==> src/rtl/pmem_responder_pkg.sv <==
// Shared types and constants for the physical-memory responder.
//   lc3b_line      : 128-bit cache line, word i = bits [16i+15:16i]
//   lc3b_word      : 16-bit SRAM word
//   lc3b_line_addr : line address (byte address bits [15:4])
//   beat_idx_t     : index of a 16-bit beat within a line
package pmem_responder_pkg;

    localparam int unsigned LINE_BEATS = 8;

    typedef logic [127:0] lc3b_line;
    typedef logic [15:0]  lc3b_word;
    typedef logic [11:0]  lc3b_line_addr;
    typedef logic [2:0]   beat_idx_t;

    // SRAM word address of one beat of a line.
    function automatic logic [14:0] sram_word_addr(lc3b_line_addr line_addr, beat_idx_t beat);
        return {line_addr, beat};
    endfunction

endpackage

==> src/rtl/pmem_responder_if.sv <==
// Line-transfer bus between the cache arbiter and the responder, plus the
// word-wide SRAM port the responder drives.
//   pmem_read/pmem_write : level requests, held until pmem_resp
//   pmem_address         : byte address, bits [3:0] ignored
//   pmem_wdata/rdata     : 128-bit lines
//   pmem_resp            : one-cycle completion pulse
//   sram_*               : synchronous SRAM, read data valid one cycle after sram_re
// master: arbiter / SRAM side.  slave: the responder.
interface pmem_responder_if;
    import pmem_responder_pkg::*;

    logic        pmem_read;
    logic        pmem_write;
    logic [15:0] pmem_address;
    lc3b_line    pmem_wdata;
    lc3b_line    pmem_rdata;
    logic        pmem_resp;
    logic [14:0] sram_addr;
    logic        sram_re;
    logic        sram_we;
    lc3b_word    sram_wdata;
    lc3b_word    sram_rdata;

    modport master (
        output pmem_read, pmem_write, pmem_address, pmem_wdata,
        input  pmem_rdata, pmem_resp,
        input  sram_addr, sram_re, sram_we, sram_wdata,
        output sram_rdata
    );

    modport slave (
        input  pmem_read, pmem_write, pmem_address, pmem_wdata,
        output pmem_rdata, pmem_resp,
        output sram_addr, sram_re, sram_we, sram_wdata,
        input  sram_rdata
    );

endinterface

==> src/rtl/pmem_responder_line_shift_reg.sv <==
// Line storage for the responder.
//   Write side: whole line loaded at request acceptance, one word selected per beat.
//   Read side : line assembled one word at a time from SRAM read data.
// Ports:
//   clk, reset_n              : clock, async active-low reset
//   i_wline_load, i_wline     : load the write line
//   i_wsel, o_wword           : word select of the write line
//   i_rword_we, i_rword_idx,
//   i_rword                   : per-word load into the read line
//   o_rline                   : assembled read line
module pmem_responder_line_shift_reg
    import pmem_responder_pkg::*;
(
    input  logic      clk,
    input  logic      reset_n,
    input  logic      i_wline_load,
    input  lc3b_line  i_wline,
    input  beat_idx_t i_wsel,
    output lc3b_word  o_wword,
    input  logic      i_rword_we,
    input  beat_idx_t i_rword_idx,
    input  lc3b_word  i_rword,
    output lc3b_line  o_rline
);

    lc3b_line r_wline;
    lc3b_line r_rline;

    // Separate read line so a write never disturbs the last line returned.
    always_ff @(posedge clk or negedge reset_n) begin
        if (!reset_n) begin
            r_wline <= '0;
            r_rline <= '0;
        end else begin
            if (i_wline_load) begin
                r_wline <= i_wline;
            end
            if (i_rword_we) begin
                r_rline[{i_rword_idx, 4'b0000} +: 16] <= i_rword;
            end
        end
    end

    assign o_wword = r_wline[{i_wsel, 4'b0000} +: 16];
    assign o_rline = r_rline;

endmodule

==> src/rtl/pmem_responder.sv <==
// Physical-memory responder: accepts one 128-bit line read or write, waits
// DELAY cycles, then moves the line as BEATS 16-bit beats to/from SRAM and
// pulses pmem_resp once.
// Ports:
//   clk     : clock, rising edge
//   reset_n : asynchronous active-low reset
//   bus     : line bus + SRAM port (slave modport)
module pmem_responder
    import pmem_responder_pkg::*;
#(
    parameter int unsigned DELAY = 4,
    parameter int unsigned BEATS = LINE_BEATS
) (
    input logic             clk,
    input logic             reset_n,
    pmem_responder_if.slave bus
);

    localparam int unsigned DLY_W     = (DELAY > 0) ? $clog2(DELAY + 1) : 1;
    localparam beat_idx_t   LAST_BEAT = beat_idx_t'(BEATS - 1);

    typedef enum logic [2:0] {StIdle, StWait, StXfer, StDrain, StResp} state_t;

    state_t           r_state, w_state_d;
    logic [DLY_W-1:0] r_dly, w_dly_d;
    beat_idx_t        r_beat, w_beat_d;
    lc3b_line_addr    r_line_addr;
    logic             r_is_write;
    logic             r_cap_valid;
    beat_idx_t        r_cap_idx;

    logic        w_accept;
    logic        w_sram_re;
    logic        w_sram_we;
    logic        w_resp;
    logic [14:0] w_sram_addr;
    lc3b_word    w_sram_wdata;
    lc3b_word    w_wword;
    lc3b_line    w_rline;
    logic        w_unused_addr_lo;

    assign w_unused_addr_lo = ^bus.pmem_address[3:0];

    always_ff @(posedge clk or negedge reset_n) begin
        if (!reset_n) begin
            r_state     <= StIdle;
            r_dly       <= '0;
            r_beat      <= '0;
            r_line_addr <= '0;
            r_is_write  <= 1'b0;
            r_cap_valid <= 1'b0;
            r_cap_idx   <= '0;
        end else begin
            r_state     <= w_state_d;
            r_dly       <= w_dly_d;
            r_beat      <= w_beat_d;
            // Read data for the beat issued now arrives next cycle.
            r_cap_valid <= w_sram_re;
            r_cap_idx   <= r_beat;
            if (w_accept) begin
                r_line_addr <= bus.pmem_address[15:4];
                r_is_write  <= bus.pmem_write;  // write wins if both are high
            end
        end
    end

    always_comb begin
        w_state_d    = r_state;
        w_dly_d      = r_dly;
        w_beat_d     = r_beat;
        w_accept     = 1'b0;
        w_sram_re    = 1'b0;
        w_sram_we    = 1'b0;
        w_sram_addr  = '0;
        w_sram_wdata = '0;
        w_resp       = 1'b0;
        unique case (r_state)
            StIdle: begin
                if (bus.pmem_read || bus.pmem_write) begin
                    w_accept  = 1'b1;
                    w_dly_d   = '0;
                    w_beat_d  = '0;
                    w_state_d = (DELAY > 0) ? StWait : StXfer;
                end
            end
            StWait: begin
                if (r_dly == DLY_W'(DELAY - 1)) begin
                    w_dly_d   = '0;
                    w_state_d = StXfer;
                end else begin
                    w_dly_d = r_dly + 1'b1;
                end
            end
            StXfer: begin
                w_sram_addr = sram_word_addr(r_line_addr, r_beat);
                w_sram_we   = r_is_write;
                w_sram_re   = !r_is_write;
                if (r_is_write) begin
                    w_sram_wdata = w_wword;
                end
                w_beat_d = r_beat + 1'b1;  // wraps to 0 after the last beat
                if (r_beat == LAST_BEAT) begin
                    w_state_d = r_is_write ? StResp : StDrain;
                end
            end
            StDrain: begin
                w_state_d = StResp;
            end
            StResp: begin
                w_resp    = 1'b1;
                w_state_d = StIdle;
            end
            default: begin
                w_state_d = StIdle;
            end
        endcase
    end

    pmem_responder_line_shift_reg u_line (
        .clk         (clk),
        .reset_n     (reset_n),
        .i_wline_load(w_accept),
        .i_wline     (bus.pmem_wdata),
        .i_wsel      (r_beat),
        .o_wword     (w_wword),
        .i_rword_we  (r_cap_valid),
        .i_rword_idx (r_cap_idx),
        .i_rword     (bus.sram_rdata),
        .o_rline     (w_rline)
    );

    assign bus.sram_re    = w_sram_re;
    assign bus.sram_we    = w_sram_we;
    assign bus.sram_addr  = w_sram_addr;
    assign bus.sram_wdata = w_sram_wdata;
    assign bus.pmem_resp  = w_resp;
    assign bus.pmem_rdata = w_rline;

endmodule

==> src/flat_wrapper.sv <==
// flat-port wrapper written by rule: the top's interface ports become plain ports
module pmem_responder_flat import pmem_responder_pkg::*;
#(
    parameter int unsigned DELAY = 4,
    parameter int unsigned BEATS = LINE_BEATS
)
  (clk, reset_n, bus_pmem_read, bus_pmem_write, bus_pmem_address, bus_pmem_wdata, bus_pmem_rdata, bus_pmem_resp, bus_sram_addr, bus_sram_re, bus_sram_we, bus_sram_wdata, bus_sram_rdata);
  pmem_responder_if bus_i ();
  input logic clk;
  input logic reset_n;
  input wire logic [$bits(bus_i.pmem_read)-1:0] bus_pmem_read;
  input wire logic [$bits(bus_i.pmem_write)-1:0] bus_pmem_write;
  input wire logic [$bits(bus_i.pmem_address)-1:0] bus_pmem_address;
  input wire logic [$bits(bus_i.pmem_wdata)-1:0] bus_pmem_wdata;
  output wire logic [$bits(bus_i.pmem_rdata)-1:0] bus_pmem_rdata;
  output wire logic [$bits(bus_i.pmem_resp)-1:0] bus_pmem_resp;
  output wire logic [$bits(bus_i.sram_addr)-1:0] bus_sram_addr;
  output wire logic [$bits(bus_i.sram_re)-1:0] bus_sram_re;
  output wire logic [$bits(bus_i.sram_we)-1:0] bus_sram_we;
  output wire logic [$bits(bus_i.sram_wdata)-1:0] bus_sram_wdata;
  input wire logic [$bits(bus_i.sram_rdata)-1:0] bus_sram_rdata;
  assign bus_i.pmem_read = bus_pmem_read;
  assign bus_i.pmem_write = bus_pmem_write;
  assign bus_i.pmem_address = bus_pmem_address;
  assign bus_i.pmem_wdata = bus_pmem_wdata;
  assign bus_pmem_rdata = bus_i.pmem_rdata;
  assign bus_pmem_resp = bus_i.pmem_resp;
  assign bus_sram_addr = bus_i.sram_addr;
  assign bus_sram_re = bus_i.sram_re;
  assign bus_sram_we = bus_i.sram_we;
  assign bus_sram_wdata = bus_i.sram_wdata;
  assign bus_i.sram_rdata = bus_sram_rdata;
  pmem_responder #(.DELAY(DELAY), .BEATS(BEATS)) u_core (.clk(clk), .reset_n(reset_n), .bus(bus_i));
endmodule
==> config.mk <==
export PLATFORM = sky130hd
export DESIGN_NAME = pmem_responder_flat
export DESIGN_NICKNAME = d
export VERILOG_FILES = /design/src/rtl/pmem_responder_pkg.sv /design/src/rtl/pmem_responder_if.sv /design/src/rtl/pmem_responder_line_shift_reg.sv /design/src/rtl/pmem_responder.sv /design/src/flat_wrapper.sv
export SDC_FILE = /design/constraint.sdc
export NUM_CORES = 1
export LEC_CHECK = 0
export ABC_AREA = 0
export BUFFER_PORTS_ARGS = -buffer_cell sky130_fd_sc_hd__buf_2
export CORE_ASPECT_RATIO = 0.9
export CORE_MARGIN = 10
export CORE_UTILIZATION = 40
export CTS_CLUSTER_DIAMETER = 150
export DETAILED_ROUTE_END_ITERATION = 10
export GPL_TIMING_DRIVEN = 0
export PLACE_DENSITY = 0.65
export SETUP_SLACK_MARGIN = 0.02
export SLEW_MARGIN = 10
export SYNTH_ARGS = -nofsm -noshare
export SYNTH_HDL_FRONTEND = slang
export SYNTH_SLANG_ARGS = --single-unit
==> constraint.sdc <==
create_clock -name clk -period 3.5 [get_ports clk]
set_input_delay 0.175 -clock clk [delete_from_list [all_inputs] [get_ports clk]]
set_output_delay 0.175 -clock clk [all_outputs]
set_load 0.02 [all_outputs]
After elaboration in Yosys (flattened, before gate mapping). Index checks and enable logic that the tools add are counted.

Register bits: 282. Latch bits: 0. Bits in writable memories: 0. ROM bits: 0. Bits of input ports: 164. Output and inout bits: 162. Logic and storage cells: 50. Memories: 0.

Add/subtract/negate cells: 3. Multipliers: 0. Div/mod/pow operators: 0. Order comparisons: 0. Eq/ne operators: 9. Shifts and indexed selects: 3. Multiplexer cells: 18. Bitwise logic cells: 0. Reductions and logical operators: 8.

Operators with widths (number): $bwmux 128 (1); $shift 16x9->128 const A (1); $shiftx 128x8->16 (1); $shiftx 16x9->128 (1); $mux 16 (2); $mux 3 (6); $mux 15 (1); $pmux 3 s2 (2); $pmux 3 s4 (1); $eq 3x2->1 const B (3); $neg 7->9 (1); $add 3x1->3 const B (2); $eq 3x3->1 const B (2); $ne 2x1->1 const B (3); $mux 1 (5); $reduce_and 2->1 (2); $reduce_bool 2->1 (2); $eq 3x1->1 const B (1); $logic_not 3->1 (1); $reduce_and 3->1 (1); $logic_not 1->1 (1); $logic_or 1x1->1 (1).

Longest topological paths before layout.
Word-level depth: 3. Gate-level depth with buffers: 11. Gate-level depth less buffers: 6.

Hierarchy. Synthesis repeated with hierarchy kept, for this count alone.

Cells, all modules: 795. Area total of the unflattened synthesis: 12134.1 um^2.

Modules (own cells, without submodules): pmem_responder_line_shift_reg (instances 1, cells an instance 675, area each 10781.6 um^2); pmem_responder (instances 1, cells an instance 120, area each 1352.5 um^2).

Worst setup path before layout. OpenSTA, ideal clock, no wires.

Path kind: register -> register. From: reg u_core.r_cap_idx[0]. To: reg u_core.u_line.r_rline[70] (netlist: u_core.u_line.o_rline[70]). Arrival time: 2.685 ns. Slack: 0.687 ns. Stages on the path, launching flop included: 12. Buffers on the path: 5. Path through: dfrtp_1 clkbuf_1 clkbuf_1 inv_1 ha_1 ha_1 buf_4 o311ai_1 or4_1 buf_2 buf_4 mux2_1.

Word-level cells in the longest chain between the ends: 3. Elaborated cells on any way between the ends: 4.

RTL lines: from (decl) (line pmem_responder.sv:30) `beat_idx_t r_cap_idx;`; from (signal assigned) (line pmem_responder.sv:59) `r_cap_idx <= r_beat;`; $neg 7->9 * (line pmem_responder_line_shift_reg.sv:39) `r_rline[{i_rword_idx, 4'b0000} +: 16] <= i_rword;`; $shiftx 16x9->128 / $shift 16x9->128 (equally long branches) (line pmem_responder_line_shift_reg.sv:39); $bwmux 128 * (line pmem_responder_line_shift_reg.sv:39); to (signal, indexed assignment) (line pmem_responder_line_shift_reg.sv:39); to (decl) (line pmem_responder_line_shift_reg.sv:27) `lc3b_line r_rline;`.

Every way passes the cells marked *; elsewhere a longest branch is shown, timed or not. A chain may end at the register's enable or synchronous reset.

Worst setup path after layout.
From: reg u_core.r_cap_idx[0]. To: reg u_core.u_line.r_rline[76] (netlist: u_core.u_line.o_rline[76]).

Same word-level chain as after synthesis.

==> out/qor.yml <==
slew_viol_final: 0
rows: 60
clkTransAtPathRegs_ps: 60
first_pass_iters: 4
cts_tree: "built"
wl_per_cell_um: 20.9
start_util_pct: 40.6
hp-class: "in -> reg"
clockRootBuffer: "clkbuf_16"
combPwrFrac_pct: 32.8
port_buffers: 321
p_int_mw: 8.36
dp_hpwl_mm: 26.4
avgSynthCellArea_um2: 14.6
cts_sinks: 282
drv_cap: 0
tightest_slew_ps: 802
stdcell_area_mm2: 0.0170
drt_wl_total_mm: 37.1
finalPower_mw: 12.0
postSynth.asyncResetShare_pct: 100
leakage_nw: 8.06
clkLatencyLatePin_ps: 560
rsz0062_at_grt: "false"
p_sw_share_pct: 30.6
relSlewSlack_pct: 46.5
crit_fanout: 10
synth_cells: 830
period_share_pct: 93.3
switching_power_mw: 3.69
synth_warnings: 0
synth_area_mm2: 0.0121
min_period_ps: 3260
arrival_ps: 3690
crit_required_ps: 3920
ios: 326
status: "complete, no violations"
pwr-share-seq_pct: 40.1
synth_seq_area_share_pct: 58.1
finalSetupViolations: 0
dieArea_mm2: 0.0377
gp_congestion: 0.787
syn_nets: 1000
drc: 0
layout_common_cells: "buf_2, dfrtp_1, mux2_2"
grt_usage_pct: 19.3
instances_no_fill: 1774
grt_overflow: 0
cts-buffers-inserted: 31
grt_pass1_vias: 9696
grt_antenna_before_repair: 4
grt_max_degree: 107
final_common_cell: "buf_2"
die_y_um: 185
power_frac_clock_pct: 27.1
hold_violations: 0
ant_nets: 0
synth-seq-cells: 282
areaGrowthSynthToFinish_pct: 39.7
irDropWorstVdd_mv: 0.506
drtIter0Drc: 349
post_drt_via_cell_ratio: 4.95
die_w_um: 204
synth_ff_type: "dfrtp_1"
htreeDepth: 1
r2r_setup_slack_ps: 240
critPathKind: "reg -> reg"
fmax_mhz: 306
hold_ws_ps: 83.9
nNetsFinal: 1515
end_kind: "flop"
drive_gt1_share_pct: 51.4
grt_pass1_wl_mm: 57.4
start_kind: "flop"
dpl_cell_area_mm2: 0.0143
cts_buffer_depth: 3
core_area_mm2: 0.0299
via_count: 8773
synth_edf_count: 0
synth_cell_type_count: 41
fin_worst_skew_ps: 22.8
dp.cells: 1556
postCtsSetupBuffers: 0
p_per_area_mw_per_mm2: 710
[registers in the layout, indices dropped and copies added (netlist names)]
name,flops
u_core.r_line_addr,12
u_core.u_line.r_wline,128
u_core.r_is_write,1
u_core.u_line.o_rline,128
u_core.r_dly,3
u_core.r_state,3
u_core.r_beat,3
u_core.r_cap_idx,3
u_core.r_cap_valid,1
[synthesized netlist by cell type, drive strengths merged (2+ instances only)]
cell type / number / share of area, %
and2: 31 / 1.6
o21ai: 4 / 0.16
clkbuf: 16 / 0.49
nand3b: 2 / 0.12
nand2: 13 / 0.40
nor2: 6 / 0.19
nor2b: 16 / 0.82
nor3b: 4 / 0.29
a22o: 17 / 1.2
buf: 34 / 1.6
a21oi: 3 / 0.12
o22ai: 17 / 0.88
mux2i: 32 / 2.6
ha: 6 / 0.62
mux2: 300 / 28
nor3: 22 / 0.99
inv: 5 / 0.15
dfrtp: 282 / 58
nand2b: 5 / 0.26
or3b: 3 / 0.22
[critical path: stages, from the launching register on]
cell and delay (ps):
dfrtp_1 460, clkbuf_2 280, clkbuf_4 260, inv_1 70, ha_1 220, ha_1 280
buf_4 170, o311ai_1 180, or4_1 460, buf_2 210, buf_4 220, mux2_1 330
[per-layer routing]
| metal | global-route usage (%) | vias to the layer above | part of all wire [%] |
|---|---|---|---|
| met5 | 0 | - | 0 |
| met4 | 4.56 | 0 | 2.1 |
| li1 | - | 4013 | - |
| met2 | 31.8 | 291 | 48 |
| met3 | 5.15 | 52 | 6.6 |
| met1 | 24.7 | 4417 | 44 |
[kinds of logic after synthesis]
| logic type | after synthesis | share of synthesized area, % |
|---|---|---|
| buffers and inverters | 55 | 2.30 |
| AOI/OAI and AO/OA | 46 | 2.76 |
| adders and majority gates | 6 | 0.618 |
| muxes | 332 | 30.8 |
| and+or+nand+nor | 109 | 5.42 |
| DFF | 282 | 58.1 |
[timing repair]
| item | in CTS | in global routing |
|---|---|---|
| gates resized for setup | 4 | 2 |
| endpoints found under the setup margin | 76 | 20 |
| hold buffers | 159 | 0 |
| hold endpoints to repair | 291 | 0 |
[power groups by stage]
stage	clock, mW	sequential (mW)	combinational (mW)
after floorplan	0	4.85	2.68
after global placement	0	4.81	3.70
after detailed placement	0	4.85	3.78
after CTS	3.34	4.80	3.96
after global routing	3.49	4.94	4.29
final	3.27	4.83	3.95
[cell type report]
cell class | instances | area, µm²
Fill cell | 2425 | 12900
Sequential cell | 282 | 7060
Multi-Input combinational cell | 493 | 4810
Timing Repair Buffer | 482 | 3260
Clock buffer | 47 | 926
Tap cell | 403 | 504
Buffer | 50 | 265
Clock inverter | 8 | 98.8
Inverter | 5 | 18.8
Antenna cell | 4 | 10.0
[worst paths after layout]
path / start / to / cells after the start
min: bus_pmem_read / u_core.r_state[0]$_DFFE_PN0P_ / 4
max reg2reg: u_core.r_cap_idx[0]$_DFF_PN0_ / u_core.u_line.o_rline[76]$_DFFE_PN0P_ / 11
min reg2reg: u_core.r_beat[0]$_DFFE_PN0P_ / u_core.r_cap_idx[0]$_DFF_PN0_ / 0
max: u_core.r_cap_idx[0]$_DFF_PN0_ / u_core.u_line.o_rline[76]$_DFFE_PN0P_ / 11
min in group asynchronous: reset_n / u_core.u_line.o_rline[102]$_DFFE_PN0P_ / 2
max in group asynchronous: reset_n / u_core.u_line.r_wline[10]$_DFFE_PN0P_ / 3
[stage by stage]
step	setup slack, ps	utilization, %	TNS [ps]
after floorplan	687	-	0
after global placement	-3120	47.7	-875600
after detailed placement	-321	47.9	-10500
after CTS	134	56.7	0
after global routing	48.1	56.8	0
final	235	56.8	0
(Power assumes the default switching activity.)
